==> config.mk <==
export PLATFORM = sky130hd
export DESIGN_NAME = fsm_step_controller
export DESIGN_NICKNAME = d
export VERILOG_FILES = /design/src/rtl/fsm_step_controller_pkg.sv /design/src/rtl/sync_debounce.sv /design/src/rtl/fsm_step_controller.sv
export SDC_FILE = /design/constraint.sdc
export NUM_CORES = 1
export LEC_CHECK = 0
export ABC_AREA = 1
export BUFFER_PORTS_ARGS = -buffer_cell sky130_fd_sc_hd__buf_2
export CORE_UTILIZATION = 25
export DETAILED_ROUTE_END_ITERATION = 8
export GPL_ROUTABILITY_DRIVEN = 0
export GPL_TIMING_DRIVEN = 1
export PLACE_DENSITY = 0.52
export RECOVER_POWER = 100
export SETUP_SLACK_MARGIN = 0.2
export SLEW_MARGIN = 20
export SYNTH_ARGS = -nofsm -noshare
export SYNTH_HDL_FRONTEND = slang
export SYNTH_SLANG_ARGS = --single-unit
export TNS_END_PERCENT = 20
==> constraint.sdc <==
create_clock -name clk -period 1.6 [get_ports clk]
set_input_delay 0.4 -clock clk [delete_from_list [all_inputs] [get_ports clk]]
set_output_delay 0.4 -clock clk [all_outputs]
set_load 0.02 [all_outputs]
==> src/rtl/fsm_step_controller_pkg.sv <==
// Shared definitions for the lab7 step sequencer: cause-mask bit positions,
// controller states and a small saturating-increment helper.
package fsm_step_controller_pkg;

  localparam int unsigned CAUSE_TICK = 0;
  localparam int unsigned CAUSE_CHG  = 1;
  localparam int unsigned CAUSE_MAN  = 2;
  localparam int unsigned CAUSE_W    = 3;

  typedef enum logic {
    S_IDLE = 1'b0,
    S_PEND = 1'b1
  } state_t;

  function automatic logic [7:0] sat_inc8(input logic [7:0] v);
    return (v == 8'hFF) ? v : v + 8'd1;
  endfunction

endpackage

==> src/rtl/sync_debounce.sv <==
// Two-flop synchronizer followed by a stability counter; a new synced value is
// accepted only after DEBOUNCE_CYCLES consecutive cycles of disagreement.
module sync_debounce #(
  parameter int unsigned W               = 1,
  parameter int unsigned DEBOUNCE_CYCLES = 1_000_000
) (
  input  logic         clk,
  input  logic         rst_n,
  input  logic [W-1:0] d_raw,
  output logic [W-1:0] q,
  output logic         changed
);

  localparam int unsigned CW   = (DEBOUNCE_CYCLES > 1) ? $clog2(DEBOUNCE_CYCLES) : 1;
  localparam logic [CW-1:0] LAST = CW'(DEBOUNCE_CYCLES - 1);

  logic [W-1:0]  r_s1;
  logic [W-1:0]  r_s2;
  logic [W-1:0]  r_q;
  logic [CW-1:0] r_cnt;
  logic          r_chg;

  // r_chg is registered alongside r_q so it marks the first cycle the new value is visible
  always_ff @(posedge clk or negedge rst_n) begin
    if (!rst_n) begin
      r_s1  <= '0;
      r_s2  <= '0;
      r_q   <= '0;
      r_cnt <= '0;
      r_chg <= 1'b0;
    end else begin
      r_s1  <= d_raw;
      r_s2  <= r_s1;
      r_chg <= 1'b0;
      if (r_s2 != r_q) begin
        if (r_cnt == LAST) begin
          r_q   <= r_s2;
          r_cnt <= '0;
          r_chg <= 1'b1;
        end else begin
          r_cnt <= r_cnt + CW'(1);
        end
      end else begin
        r_cnt <= '0;
      end
    end
  end

  assign q       = r_q;
  assign changed = r_chg;

endmodule

==> src/rtl/fsm_step_controller.sv <==
// Step sequencer for the lab7 microcoded FSM: merges tick, holder-change and manual
// events into one valid/ready step request with a snapped holder value.
module fsm_step_controller
  import fsm_step_controller_pkg::*;
#(
  parameter int unsigned TICK_PERIOD     = 100_000_000,
  parameter int unsigned DEBOUNCE_CYCLES = 1_000_000,
  parameter int unsigned CNT_W           = 27
) (
  input  logic       clk,
  input  logic       rst_n,
  input  logic       mode_run,
  input  logic       step_btn,
  input  logic [1:0] holder_raw,
  input  logic       step_ready,
  output logic       step_valid,
  output logic [2:0] step_cause,
  output logic [1:0] step_holder,
  output logic [1:0] holder_db,
  output logic [7:0] coalesce_cnt
);

  localparam logic [CNT_W-1:0] TICK_LAST = CNT_W'(TICK_PERIOD - 1);

  logic               r_mode_s1;
  logic               r_mode_s;
  logic               w_btn_db;
  logic               w_btn_chg;
  logic               w_hold_chg;
  logic [CAUSE_W-1:0] w_ev;

  state_t             r_state, w_state_n;
  logic [CAUSE_W-1:0] r_cause, w_cause_n;
  logic [1:0]         r_holder, w_holder_n;
  logic [7:0]         r_coal, w_coal_n;
  logic [CNT_W-1:0]   r_tick_cnt, w_cnt_n;

  sync_debounce #(.W(2), .DEBOUNCE_CYCLES(DEBOUNCE_CYCLES)) u_hold_db (
    .clk     (clk),
    .rst_n   (rst_n),
    .d_raw   (holder_raw),
    .q       (holder_db),
    .changed (w_hold_chg)
  );

  sync_debounce #(.W(1), .DEBOUNCE_CYCLES(DEBOUNCE_CYCLES)) u_btn_db (
    .clk     (clk),
    .rst_n   (rst_n),
    .d_raw   (step_btn),
    .q       (w_btn_db),
    .changed (w_btn_chg)
  );

  always_comb begin
    w_ev             = '0;
    w_ev[CAUSE_TICK] = r_mode_s & (r_tick_cnt == TICK_LAST);
    w_ev[CAUSE_CHG]  = w_hold_chg;
    w_ev[CAUSE_MAN]  = w_btn_chg & w_btn_db & ~r_mode_s;
  end

  always_comb begin
    w_state_n  = r_state;
    w_cause_n  = r_cause;
    w_holder_n = r_holder;
    w_coal_n   = r_coal;
    w_cnt_n    = '0;
    case (r_state)
      S_IDLE: begin
        if (|w_ev) begin
          w_state_n  = S_PEND;
          w_cause_n  = w_ev;
          w_holder_n = holder_db;
        end else if (r_mode_s && (r_tick_cnt != TICK_LAST)) begin
          w_cnt_n = r_tick_cnt + CNT_W'(1);
        end
      end
      S_PEND: begin
        // an event coinciding with the handshake starts a fresh request, not a merge
        if (step_ready) begin
          if (|w_ev) begin
            w_cause_n  = w_ev;
            w_holder_n = holder_db;
          end else begin
            w_state_n = S_IDLE;
            w_cause_n = '0;
          end
        end else if (|w_ev) begin
          w_cause_n = r_cause | w_ev;
          w_coal_n  = sat_inc8(r_coal);
        end
      end
      default: w_state_n = S_IDLE;
    endcase
  end

  always_ff @(posedge clk or negedge rst_n) begin
    if (!rst_n) begin
      r_mode_s1  <= 1'b0;
      r_mode_s   <= 1'b0;
      r_state    <= S_IDLE;
      r_cause    <= '0;
      r_holder   <= '0;
      r_coal     <= '0;
      r_tick_cnt <= '0;
    end else begin
      r_mode_s1  <= mode_run;
      r_mode_s   <= r_mode_s1;
      r_state    <= w_state_n;
      r_cause    <= w_cause_n;
      r_holder   <= w_holder_n;
      r_coal     <= w_coal_n;
      r_tick_cnt <= w_cnt_n;
    end
  end

  assign step_valid   = (r_state == S_PEND);
  assign step_cause   = r_cause;
  assign step_holder  = r_holder;
  assign coalesce_cnt = r_coal;

endmodule

==> results.sh <==
export IMPL_worstHoldEndpoint="u_btn_db.r_s1$_DFF_PN0_"
export IMPL_path_class="reg -> reg"
export IMPL_netlist_area_leader_share_pct=47.3
export IMPL_ys_seq_elements=94
export IMPL_grt_first_pass_wirelength_um=20100
export IMPL_worst_ep_required_time_ns=1.84
export IMPL_grt_util_all_layers_pct=12.5
export IMPL_antenna_found_initial=0
export IMPL_grt_ovfl_total=0
export IMPL_rows=51
export IMPL_wl_um=11700
export IMPL_post_synth_instance_area_um2=4970
export IMPL_startpoint_type="flop"
export IMPL_worstReg2RegEnd="u_hold_db.r_cnt[12]$_DFF_PN0_"
export IMPL_finalHoldViolCount=0
export IMPL_hold_start="step_btn"
export IMPL_ant_nets=0
export IMPL_initial_utilization_pct=25.5
export IMPL_power_density_nw_per_um2=759
export IMPL_grt_pass1_vias=4188
export IMPL_fraction_of_final_layout_cells_with_drive_strength_greater_than_1_pct=22.8
export IMPL_fin_cells=997
export IMPL_r2r_start="u_hold_db.r_cnt[0]$_DFF_PN0_"
export IMPL_depth_of_the_worst_register_to_register_path=8
export IMPL_detailedPlacementHpwl_um=8320
export IMPL_syn_instance_count=628
export IMPL_cts_root_buffer_cell="sky130_fd_sc_hd__clkbuf_16"
export IMPL_netlist_top_cells_count="139 x sky130_fd_sc_hd__nand2_1, 128 x sky130_fd_sc_hd__nor2_1, 94 x sky130_fd_sc_hd__dfrtp_1"
export IMPL_layout_area_seq_um2=2360
export IMPL_hold_path_cell_count=1
export IMPL_tritoncts="done"
export IMPL_die_h_um=143
export IMPL_initialDrtViolationCount=191
export IMPL_reg2reg_slack_ns=0.04
export IMPL_design_core_area_um2=19500
export IMPL_clock_skew_final_ns=0.00511
export IMPL_worst_ir_drop_vdd_v=0.000511
export IMPL_synth_avg_cell_area_um2=7.91
export IMPL_synth_seq_area_share_pct=47.3
export IMPL_end_kind="flop"
export IMPL_cts_htree_levels=3
export IMPL_fmax_ghz=0.639
export IMPL_static_leakage_power_nw=2.90
export IMPL_placed_cell_area_um2=5840
export IMPL_die_area_um2=20400
export IMPL_worstSetupPathDepth=8
export IMPL_asr_flop_ratio_synth_pct=100
export IMPL_drt_pass1_iterations=4
export IMPL_preCtsSetupSlack_ns=-0.00952
export IMPL_path_cells="ha_1, nand3_4, buf_6, nor3_4, nand3_1, nand2_1, inv_4, and3_4"
export IMPL_critical_path_top_delay_family="simple AND/OR/NAND/NOR gates"
export IMPL_most_common_flop_cell_mapped_by_yosys="sky130_fd_sc_hd__dfrtp_1"
export IMPL_setup_violations=0
export IMPL_net_count_of_the_mapped_netlist=639
export IMPL_rsz_0062_raised_after_global_routing="yes"
export IMPL_post_route_period_util_pct=97.8
export IMPL_antenna_diode_count=0
export IMPL_clk_pin_slew_ns=0.07
export IMPL_area_overhead_vs_synth_pct=30.8
export IMPL_routed_via_count=4296
export IMPL_hold_path_class="in -> reg"
export IMPL_maxSlewHeadroom_pct=57.7
export IMPL_multiInputGateArea_um2=2600
export IMPL_layout_cell_area_non_filler_um2=6500
export IMPL_avgRoutedWirePerCell_um=11.7
export IMPL_yosysTopAreaCell="sky130_fd_sc_hd__dfrtp_1"
export IMPL_largest_net_degree_at_the_start_of_global_routing=34
export IMPL_cap_violations=0
export IMPL_worst_slew_pin_slew_ns=0.634
export IMPL_synth_distinct_cells=36
export IMPL_critical_path_max_stage_delay_ns=0.36
export IMPL_die_w_um=143
export IMPL_cp_buffers_inverters=2
export IMPL_worstPathArrival_ns=1.81
export IMPL_status="finished, final reports clean"
export IMPL_final_period_demand_of_the_worst_path_ns=1.56
export IMPL_clk_path_buf_depth=2
export IMPL_route_detailed_drc=0
export IMPL_ys_warnings_count=0
export IMPL_min_hold_slack_ns=0.156
export IMPL_post_place_cells=962
export IMPL_clock_latency_ns=0.35
export IMPL_pin_count=23
export IMPL_net_count_reported_at_finish=738
export IMPL_path_max_fanout=5
export IMPL_critPathSlowestCell="sky130_fd_sc_hd__dfrtp_1"
export IMPL_synth_edf_count=0
export IMPL_synth_area_leaders="sky130_fd_sc_hd__dfrtp_1 47%, sky130_fd_sc_hd__nand2_1 11%, sky130_fd_sc_hd__nor2_1 9.7%"
export IMPL_cts_num_sinks=94
export IMPL_post_synth_top_count_cell="sky130_fd_sc_hd__nand2_1"
export IMPL_numPortBuffers=22
export IMPL_final_critical_path_setup_slack_ns=0.0351
export IMPL_avgViaCountPerCell=4.31
export IMPL_filler_cell_count=2050
export IMPL_cts_buffers=9
export IMPL_timing_final_max_slew_violations=0
[where the power goes]
group	total, mW	internal [mW]	leakage (nW)	switching [mW]
combinational	0.341	0.139	1.49	0.202
sequential	2.51	2.44	1.27	0.0621
clock	2.08	1.15	0.139	0.937
[repair_timing]
action	4_1_cts	5_1_grt
setup endpoints to repair	78	84
endpoints found under the hold margin	10	0
cloned	2	0
pin swaps	12	14
resized for setup	13	69
setup buffers	9	7
hold buffers	1	0
[metal layers]
layer | vias to the layer above | wire length [um] | GRT usage [%] | share of wire, %
met5 | - | 0 | 0 | 0
met4 | 0 | 80 | 2.38 | 0.68
met3 | 9 | 421 | 3.22 | 3.6
met2 | 77 | 5420 | 19.8 | 46
met1 | 2021 | 5790 | 17.0 | 49
li1 | 2189 | - | - | -
[cells by family (layout without fill, tap and decap cells)]
group	after synthesis	in the layout	synth area share, %
AOI/OAI and AO/OA	23	23	2.80
xor gates and xnor gates	42	42	7.40
adders and majority gates	4	4	1.01
buffers and inverters	80	182	6.42
DFF	94	94	47.3
and+or+nand+nor	385	387	35.0
[area by class of cell]
cell class                 count  share of cell area, %
inverter                      74                   4.31
tap                          265                   5.10
multi-input combinational    456                   40.0
clock inverter                 4                  0.462
sequential                    94                   36.3
timing repair buffer          92                   9.86
clock buffer                  12                   3.95
[sequential cells by signal, summed over array words and instances (netlist names)]
name,count
u_btn_db.q,1
r_mode_s,1
u_hold_db.r_s2,2
step_valid,1
step_cause,3
u_btn_db.r_cnt,20
u_btn_db.r_s1,1
u_hold_db.q,2
r_mode_s1,1
u_hold_db.changed,1
u_hold_db.r_cnt,20
u_hold_db.r_s1,2
u_btn_db.changed,1
step_holder,2
coalesce_cnt,8
u_btn_db.r_s2,1
r_tick_cnt,27
[placed cells by master (no fill, tap or decap), types with 4 or more instances in the layout]
master / synthesis / routed
sky130_fd_sc_hd__buf_2: 0 / 9
sky130_fd_sc_hd__a21oi_1: 9 / 8
sky130_fd_sc_hd__nand2_4: 2 / 5
sky130_fd_sc_hd__dfrtp_2: 0 / 6
sky130_fd_sc_hd__dfrtp_1: 94 / 88
sky130_fd_sc_hd__nand3_4: 1 / 4
sky130_fd_sc_hd__nor3_1: 29 / 18
sky130_fd_sc_hd__xor2_1: 32 / 31
sky130_fd_sc_hd__nand4_1: 15 / 15
sky130_fd_sc_hd__nor3_4: 1 / 5
sky130_fd_sc_hd__nor2_2: 4 / 10
sky130_fd_sc_hd__buf_6: 1 / 4
sky130_fd_sc_hd__clkbuf_1: 2 / 17
sky130_fd_sc_hd__inv_1: 72 / 68
sky130_fd_sc_hd__xnor2_1: 10 / 10
sky130_fd_sc_hd__inv_2: 2 / 5
sky130_fd_sc_hd__nand3_2: 2 / 5
sky130_fd_sc_hd__nand2_1: 139 / 135
sky130_fd_sc_hd__nor2_4: 4 / 10
sky130_fd_sc_hd__clkbuf_2: 0 / 4
sky130_fd_sc_hd__nand3_1: 43 / 37
sky130_fd_sc_hd__clkbuf_16: 0 / 9
sky130_fd_sc_hd__nand2_2: 5 / 5
sky130_fd_sc_hd__nor2_1: 128 / 116
sky130_fd_sc_hd__buf_4: 3 / 53
sky130_fd_sc_hd__nor3_2: 2 / 9
[metrics by stage]
step | utilization [%] | power [mW] | setup TNS, ns
after floorplan | - | 2.68 | 0
after global placement | 30.0 | 2.83 | 0
after detailed placement | 30.0 | 2.83 | -0.0200
after CTS | 32.4 | 5.00 | 0
after global routing | 33.4 | 5.17 | -1.94
final | 33.4 | 4.93 | 0
[worst max-delay path by stage]
stage	startpoint	to	slack, ns
floorplan	r_tick_cnt[0]$_DFF_PN0_	coalesce_cnt[0]$_DFFE_PN0P_	0.09
global placement	u_hold_db.r_cnt[0]$_DFF_PN0_	u_hold_db.r_cnt[12]$_DFF_PN0_	0.01
detailed placement	r_tick_cnt[1]$_DFF_PN0_	r_tick_cnt[6]$_DFF_PN0_	-0.01
CTS	r_tick_cnt[1]$_DFF_PN0_	r_tick_cnt[12]$_DFF_PN0_	0.06
global route	r_tick_cnt[1]$_DFF_PN0_	step_holder[0]$_DFFE_PN0P_	-0.08
finish	u_hold_db.r_cnt[0]$_DFF_PN0_	u_hold_db.r_cnt[12]$_DFF_PN0_	0.04
Note: power is estimated with default switching activity, not from simulation.
